## config.mk

```make
export PLATFORM = sky130hd
export DESIGN_NAME = fp_vector_sequencer
export DESIGN_NICKNAME = d
export VERILOG_FILES = /design/src/rtl/fp_vector_sequencer.sv
export SDC_FILE = /design/constraint.sdc
export NUM_CORES = 1
export LEC_CHECK = 0
export CAP_MARGIN = 15
export CORE_ASPECT_RATIO = 0.8
export CORE_MARGIN = 2
export CORE_UTILIZATION = 41
export CTS_BUF_LIST = sky130_fd_sc_hd__clkbuf_4
export DETAILED_ROUTE_END_ITERATION = 10
export PLACE_DENSITY = 0.93
export RECOVER_POWER = 50
export SLEW_MARGIN = 10
export SYNTH_ARGS = -nofsm -noshare
export SYNTH_HDL_FRONTEND = slang
export SYNTH_SLANG_ARGS = --single-unit
```

## constraint.sdc

```tcl
create_clock -name clk -period 1.5 [get_ports clk]
set_input_delay 0.45 -clock clk [delete_from_list [all_inputs] [get_ports clk]]
set_output_delay 0.45 -clock clk [all_outputs]
set_load 0.005 [all_outputs]
```

## src/rtl/fp_vector_sequencer.sv

```systemverilog
// fp_vector_sequencer: walks the test-vector memory and hands each word
// to the FP adder as two single-precision operands over valid/ready.
// Ports:
//   clk, reset (synchronous, active-low), start (run request)
//   mem_address / mem_content   memory address out, read data in
//   op_a / op_b / op_valid      operands to the adder
//   op_ready                    adder accepts operands
//   vec_index, busy, done       run status
// Optional build macro FP_SEQ_LOOP_EN adds input `stop`; the run then
// repeats from vector 0 until stop is seen at a handshake.
module fp_vector_sequencer #(
    parameter int unsigned NUM_VECTORS = 11,
    parameter int unsigned ADDR_W      = 4,
    parameter int unsigned DATA_W      = 64,
    parameter int unsigned OP_W        = 32
) (
    input  logic              clk,
    input  logic              reset,
    input  logic              start,
`ifdef FP_SEQ_LOOP_EN
    input  logic              stop,
`endif
    output logic [ADDR_W-1:0] mem_address,
    input  logic [DATA_W-1:0] mem_content,
    output logic [OP_W-1:0]   op_a,
    output logic [OP_W-1:0]   op_b,
    output logic              op_valid,
    input  logic              op_ready,
    output logic [ADDR_W-1:0] vec_index,
    output logic              busy,
    output logic              done
);

    typedef enum logic [2:0] {
        S_IDLE,
        S_FETCH,
        S_CAPTURE,
        S_PRESENT,
        S_DONE
    } state_e;

    localparam logic [ADDR_W-1:0] LastIdx = ADDR_W'(NUM_VECTORS - 1);

    state_e            state_q, state_d;
    logic [ADDR_W-1:0] addr_q, addr_d;
    logic [ADDR_W-1:0] idx_q, idx_d;
    logic [OP_W-1:0]   a_q, a_d;
    logic [OP_W-1:0]   b_q, b_d;
    logic              valid_q, valid_d;
    logic              busy_q, busy_d;
    logic              done_q, done_d;
    logic              hs;

    assign hs = valid_q & op_ready;

    always_comb begin
        state_d = state_q;
        addr_d  = addr_q;
        idx_d   = idx_q;
        a_d     = a_q;
        b_d     = b_q;
        valid_d = valid_q;
        unique case (state_q)
            S_IDLE: begin
                if (start) begin
                    addr_d  = '0;
                    idx_d   = '0;
                    state_d = S_FETCH;
                end
            end
            // Memory samples addr_q on the edge that leaves FETCH.
            S_FETCH: state_d = S_CAPTURE;
            S_CAPTURE: begin
                a_d     = mem_content[DATA_W-1 -: OP_W];
                b_d     = mem_content[OP_W-1:0];
                valid_d = 1'b1;
                state_d = S_PRESENT;
            end
            S_PRESENT: begin
                if (hs) begin
                    valid_d = 1'b0;
`ifdef FP_SEQ_LOOP_EN
                    if (stop) begin
                        state_d = S_DONE;
                    end else if (idx_q == LastIdx) begin
                        addr_d  = '0;
                        idx_d   = '0;
                        state_d = S_FETCH;
                    end else begin
`else
                    if (idx_q == LastIdx) begin
                        state_d = S_DONE;
                    end else begin
`endif
                        addr_d  = addr_q + ADDR_W'(1);
                        idx_d   = idx_q + ADDR_W'(1);
                        state_d = S_FETCH;
                    end
                end
            end
            S_DONE:  state_d = S_IDLE;
            default: state_d = S_IDLE;
        endcase
        // Status flags are registered from the next state so they line
        // up with the state they describe.
        busy_d = (state_d == S_FETCH) || (state_d == S_CAPTURE)
              || (state_d == S_PRESENT);
        done_d = (state_d == S_DONE);
    end

    always_ff @(posedge clk) begin
        if (!reset) begin
            state_q <= S_IDLE;
            addr_q  <= '0;
            idx_q   <= '0;
            a_q     <= '0;
            b_q     <= '0;
            valid_q <= 1'b0;
            busy_q  <= 1'b0;
            done_q  <= 1'b0;
        end else begin
            state_q <= state_d;
            addr_q  <= addr_d;
            idx_q   <= idx_d;
            a_q     <= a_d;
            b_q     <= b_d;
            valid_q <= valid_d;
            busy_q  <= busy_d;
            done_q  <= done_d;
        end
    end

    assign mem_address = addr_q;
    assign vec_index   = idx_q;
    assign op_a        = a_q;
    assign op_b        = b_q;
    assign op_valid    = valid_q;
    assign busy        = busy_q;
    assign done        = done_q;

endmodule
```

# After elaboration in Yosys (flattened, before gate mapping)

Index checks and enable logic that the tools add are counted.

Mux-type cells: 13
Reduce and logical (&&, ||, !) cells: 7
Bitwise gates (word level): 1
$add $sub $neg: 2
Equality and inequality tests: 11

Operator list:

| operator            | number |
|---|---|
| $mux 4              | 5 |
| $pmux 4 s2          | 2 |
| $eq 3x2->1 const B  | 4 |
| $pmux 3 s4          | 1 |
| $mux 3              | 3 |
| $add 4x1->4 const B | 2 |
| $eq 3x1->1 const B  | 2 |
| $ne 2x2->1 const B  | 3 |
| $eq 4x4->1 const B  | 1 |
| $reduce_and 4->1    | 1 |
| $reduce_bool 2->1   | 2 |
| $eq 3x3->1 const B  | 1 |
| $logic_not 3->1     | 1 |
| $logic_or 1x1->1    | 2 |
| $pmux 1 s2          | 1 |
| $reduce_and 2->1    | 1 |
| $and 1x1->1         | 1 |
| $mux 1              | 1 |

Output and inout port bits: 75
Register bits: 78

# Longest topological paths before layout

Depth after elaboration: 7
Gate-level depth with buffers: 7

# Worst setup path before layout

OpenSTA, ideal clock, no wires.

Path kind: register to register
Start: register idx_q[0] (netlist: vec_index[0])
End: register addr_q[3] (netlist: mem_address[3])
Clock period less this slack: 1406 ps
Arrival time: 1336 ps
Cell stages (with the launch flop): 7
Path slack: 94 ps
Path through: dfxtp_1 inv_1 ha_1 nand3b_4 nand3_4 or3_1 a21oi_1

Word-level cells in the longest chain between the ends: 3

Ends and longest elaborated chain:

| what                       | line | source |
|---|---|---|
| start: declaration         | 46   | `logic [ADDR_W-1:0] idx_q, idx_d;` |
| start signal: assignment   | 124  | `idx_q <= idx_d;` |
| $eq 4x4->1                 | 91   | `if (idx_q == LastIdx) begin` |
| $ne 2x2->1 (no line)       | -    |  |
| $reduce_and 4->1 (no line) | -    |  |
| end signal: assignment     | 123  | `addr_q <= addr_d;` |
| end: declaration           | 45   | `logic [ADDR_W-1:0] addr_q, addr_d;` |

No other way between the ends.
A chain may end at the register's enable or synchronous reset.

# Worst setup path in the final report

Start: register a_q[14] (netlist: op_a[14])
End: output op_a[14]

RTL lines:

| what                     | line | source |
|---|---|---|
| start: declaration       | 47   | `logic [OP_W-1:0] a_q, a_d;` |
| start signal: assignment | 116  | `a_q <= '0;` |
| start signal: assignment | 125  | `a_q <= a_d;` |
| end: declaration         | 25   | `output logic [OP_W-1:0] op_a,` |

No word-level cell between the ends.

==> impl_metrics.ini <==
[logic_synthesis]
yosysTopAreaCellShare = 0.551
yosys.area_share.simple = 0.252
synthCells = 347
ys_seq_area_frac = 0.551
synth_fp_nets = 418
yosysTopAreaCell = dfxtp_1
yosys-mux-area-fraction = 0
synth_adder_area_share = 0.0133
synthTopCellsByArea = dfxtp_1, nand2_1, a21oi_1
synth_xor_area_frac = 0.00928
synth_edf_count = 0
ys_warn_count = 0
synth-seq-cells = 78
synth_ff_type = dfxtp_1
syn_area_sq_um = 2830
post-synth-top-count-cell = nand2_1
netlist_top_cells_count = nand2_1, dfxtp_1, a21oi_1, buf_2, nor2_1
synth_top_family_by_area = simple AND/OR/NAND/NOR gates
synth_compound_area_frac = 0.128
synth_cell_types = 27
async_flop_share = 0
syn_avg_cell_area_sq_um = 8.16

[pwr]
pwr_density_cell_nw_per_um2 = 880
p_total_uw = 4220
ir_worst_vdd_v = 0.000659
p_leak_uw = 0.00195

[floorplanning]
fp.dieH_microns = 78.3
die_area_sq_um = 7590
die_w_microns = 96.9
core.rowCount = 27
initial_core_util = 0.417
io_pins = 143
core_sq_um = 6790

[clock_network]
cts_sinks = 78
insertion_delay_ns = 0.41
cts_root_buf = clkbuf_4
cts_tree = built
clk_pin_slew_ns = 0.11
cts_buffers = 9
cts_buffer_depth = 2
htree_levels = 3

[cells_and_area]
nFillCells = 523
nets = 581
drive_gt1_frac = 0.249
insertedDiodeCount = 0
area_delta_synth_final_pct = 69.1

[worst_setup_path]
max_stage_delay_ns = 0.35
critPathRequiredTime_ns = 1.05
end_kind = primary output
crit_path_max_fanout = 2
cp.buffers_inverters = 1
crit_slowest_cell = dfxtp_1
r2r-end = mem_address[3]
path_cells = dlygate4sd2_1
path_delay_family = flip-flops
r2r_cells = 7
worstPathArrival_ns = 1.00
reg2reg_from = vec_index[0]
path_class = flip-flop to primary output
r2r_slack_ns = 0.06
critPathLaunchType = flip-flop

[hold_path]
whs_endpoint = op_b[7]
whs_path_depth = 2
hold_path.class = flip-flop to flip-flop
hold_start = op_b[7]

[timing]
hold_violations = 0
skew_ns = 0.0118
worst_pin_slew_ns = 0.358
setup_slack_ns = 0.0455
max_clock_freq_mhz = 688
setup_viol = 0
holdWs_ns = 0.459
period_share = 0.970
maxSlewViolCount = 0
slew-limit-headroom = 0.758
min_period_ns = 1.45

[grt]
antenna_found_initial = 0
grt_max_degree = 47
grt_first_pass_wirelength_microns = 13900
grt_overflow = 0
grt.total_usage = 0.227
grt_pass1_vias = 2920

[place]
place_worst_setup_slack_ns = -0.324
finalWeightedCongestion = 0.861
hpwl_microns = 6010
io_buffers = 142

[drt]
vias = 3016
ant_nets = 0
drc = 0
drtIter0Drc = 117
dr.pass1.iters = 4
routed_wl_microns = 8600
wl_per_cell_microns = 14.3
vias_per_cell = 5.01

[flow_run]
cap_viol_max_count = 0

[run_status]
outcome = complete, no violations
-- metal layers --
metal	vias to the layer above	global-route usage	wire length, microns
met2	137	0.390	4280
met1	1402	0.258	3460
met5	-	0	0
met4	0	0.0901	189
met3	20	0.0846	670
li1	1457	-	-
-- sequential cells by signal (all words and copies together) (netlist names) --
name and count:
op_b 32, state_q 3, mem_address 4, op_valid 1
busy 1, vec_index 4, op_a 32, done 1
-- cell type report --
type	count	area (sq um)	area share
inverters	3	11.3	0.00235
clock buffers	11	82.6	0.0172
multi-input cells	243	1150	0.239
well taps	87	109	0.0227
clock inverters	5	60.1	0.0125
flip-flops and latches	78	1660	0.346
repair buffers	175	1720	0.359
-- power by group --
part           total [uW]  internal [uW]  switching, uW
logic                 698            400            298
registers            2250           2190           61.4
clock network        1270            550            721
-- repair_timing --
| item | 4_1_cts | 5_1_grt |
|---|---|---|
| resized for setup | 144 | 63 |
| setup endpoints to repair | 75 | 79 |
| setup buffers | 11 | 3 |
| pin swaps | 0 | 1 |
| hold buffers | 0 | 0 |
-- worst min-delay path, stage by stage, from the launching register on --
cell and delay (ns):
dfxtp_2 0.33, nand2_1 0.04, a21oi_1 0.05
-- stage by stage --
step / std cells / cell area [sq um] / setup TNS [ns] / utilization
2_1_floorplan: 347 / 2830 / 0 / -
3_3_place_gp: 572 / 4470 / -1.66 / 0.658
3_5_place_dp: 572 / 4470 / -3.56 / 0.658
4_1_cts: 599 / 4690 / 0 / 0.690
5_1_grt: 602 / 4790 / -0.00871 / 0.706
6_report: 602 / 4790 / 0 / 0.706
-- cell usage in the layout, fill, tap and decap left out, drive strengths merged --
cell type and n:
clkbuf 12, nor3 2, dfxtp 78, xor2 2
a21oi 67, nor4b 2, nand3 7, ha 3
nand2b 1, bufinv 1, nand4 4, nand3b 3
clkinv 3, nor4 2, clkdlybuf4s15 54, or3 2
dlygate4sd2 21, o31ai 1, nor2 9, buf 32
nand2 130, dlygate4sd3 1, and3b 1, clkdlybuf4s50 66
and2 1, clkinvlp 1, xnor2 1, nor3b 1
o21ai 4, inv 3
-- cells by family (layout without fill, tap and decap cells) --
group	after synthesis	count (layout)
AO/OA/AOI/OAI	72	72
XOR/XNOR	3	3
adder cells (fa/ha/maj)	3	3
buffers and inverters	26	194
flip-flops	78	78
AND/OR/NAND/NOR	165	165
-- worst max path at each step --
| stage | start | cells after the start | to | slack, ns |
|---|---|---|---|---|
| after detailed placement | op_ready | 5 | mem_address[3] | -0.32 |
| after floorplan | vec_index[0] | 6 | mem_address[3] | 0.09 |
| final | op_a[14] | 1 | op_a[14] | 0.05 |
| after CTS | vec_index[0] | 1 | vec_index[0] | 0.002 |
| after global placement | op_ready | 5 | mem_address[3] | -0.27 |
| after global routing | op_b[24] | 1 | op_b[24] | -0.004 |
Note: power is estimated with default switching activity, not from simulation.
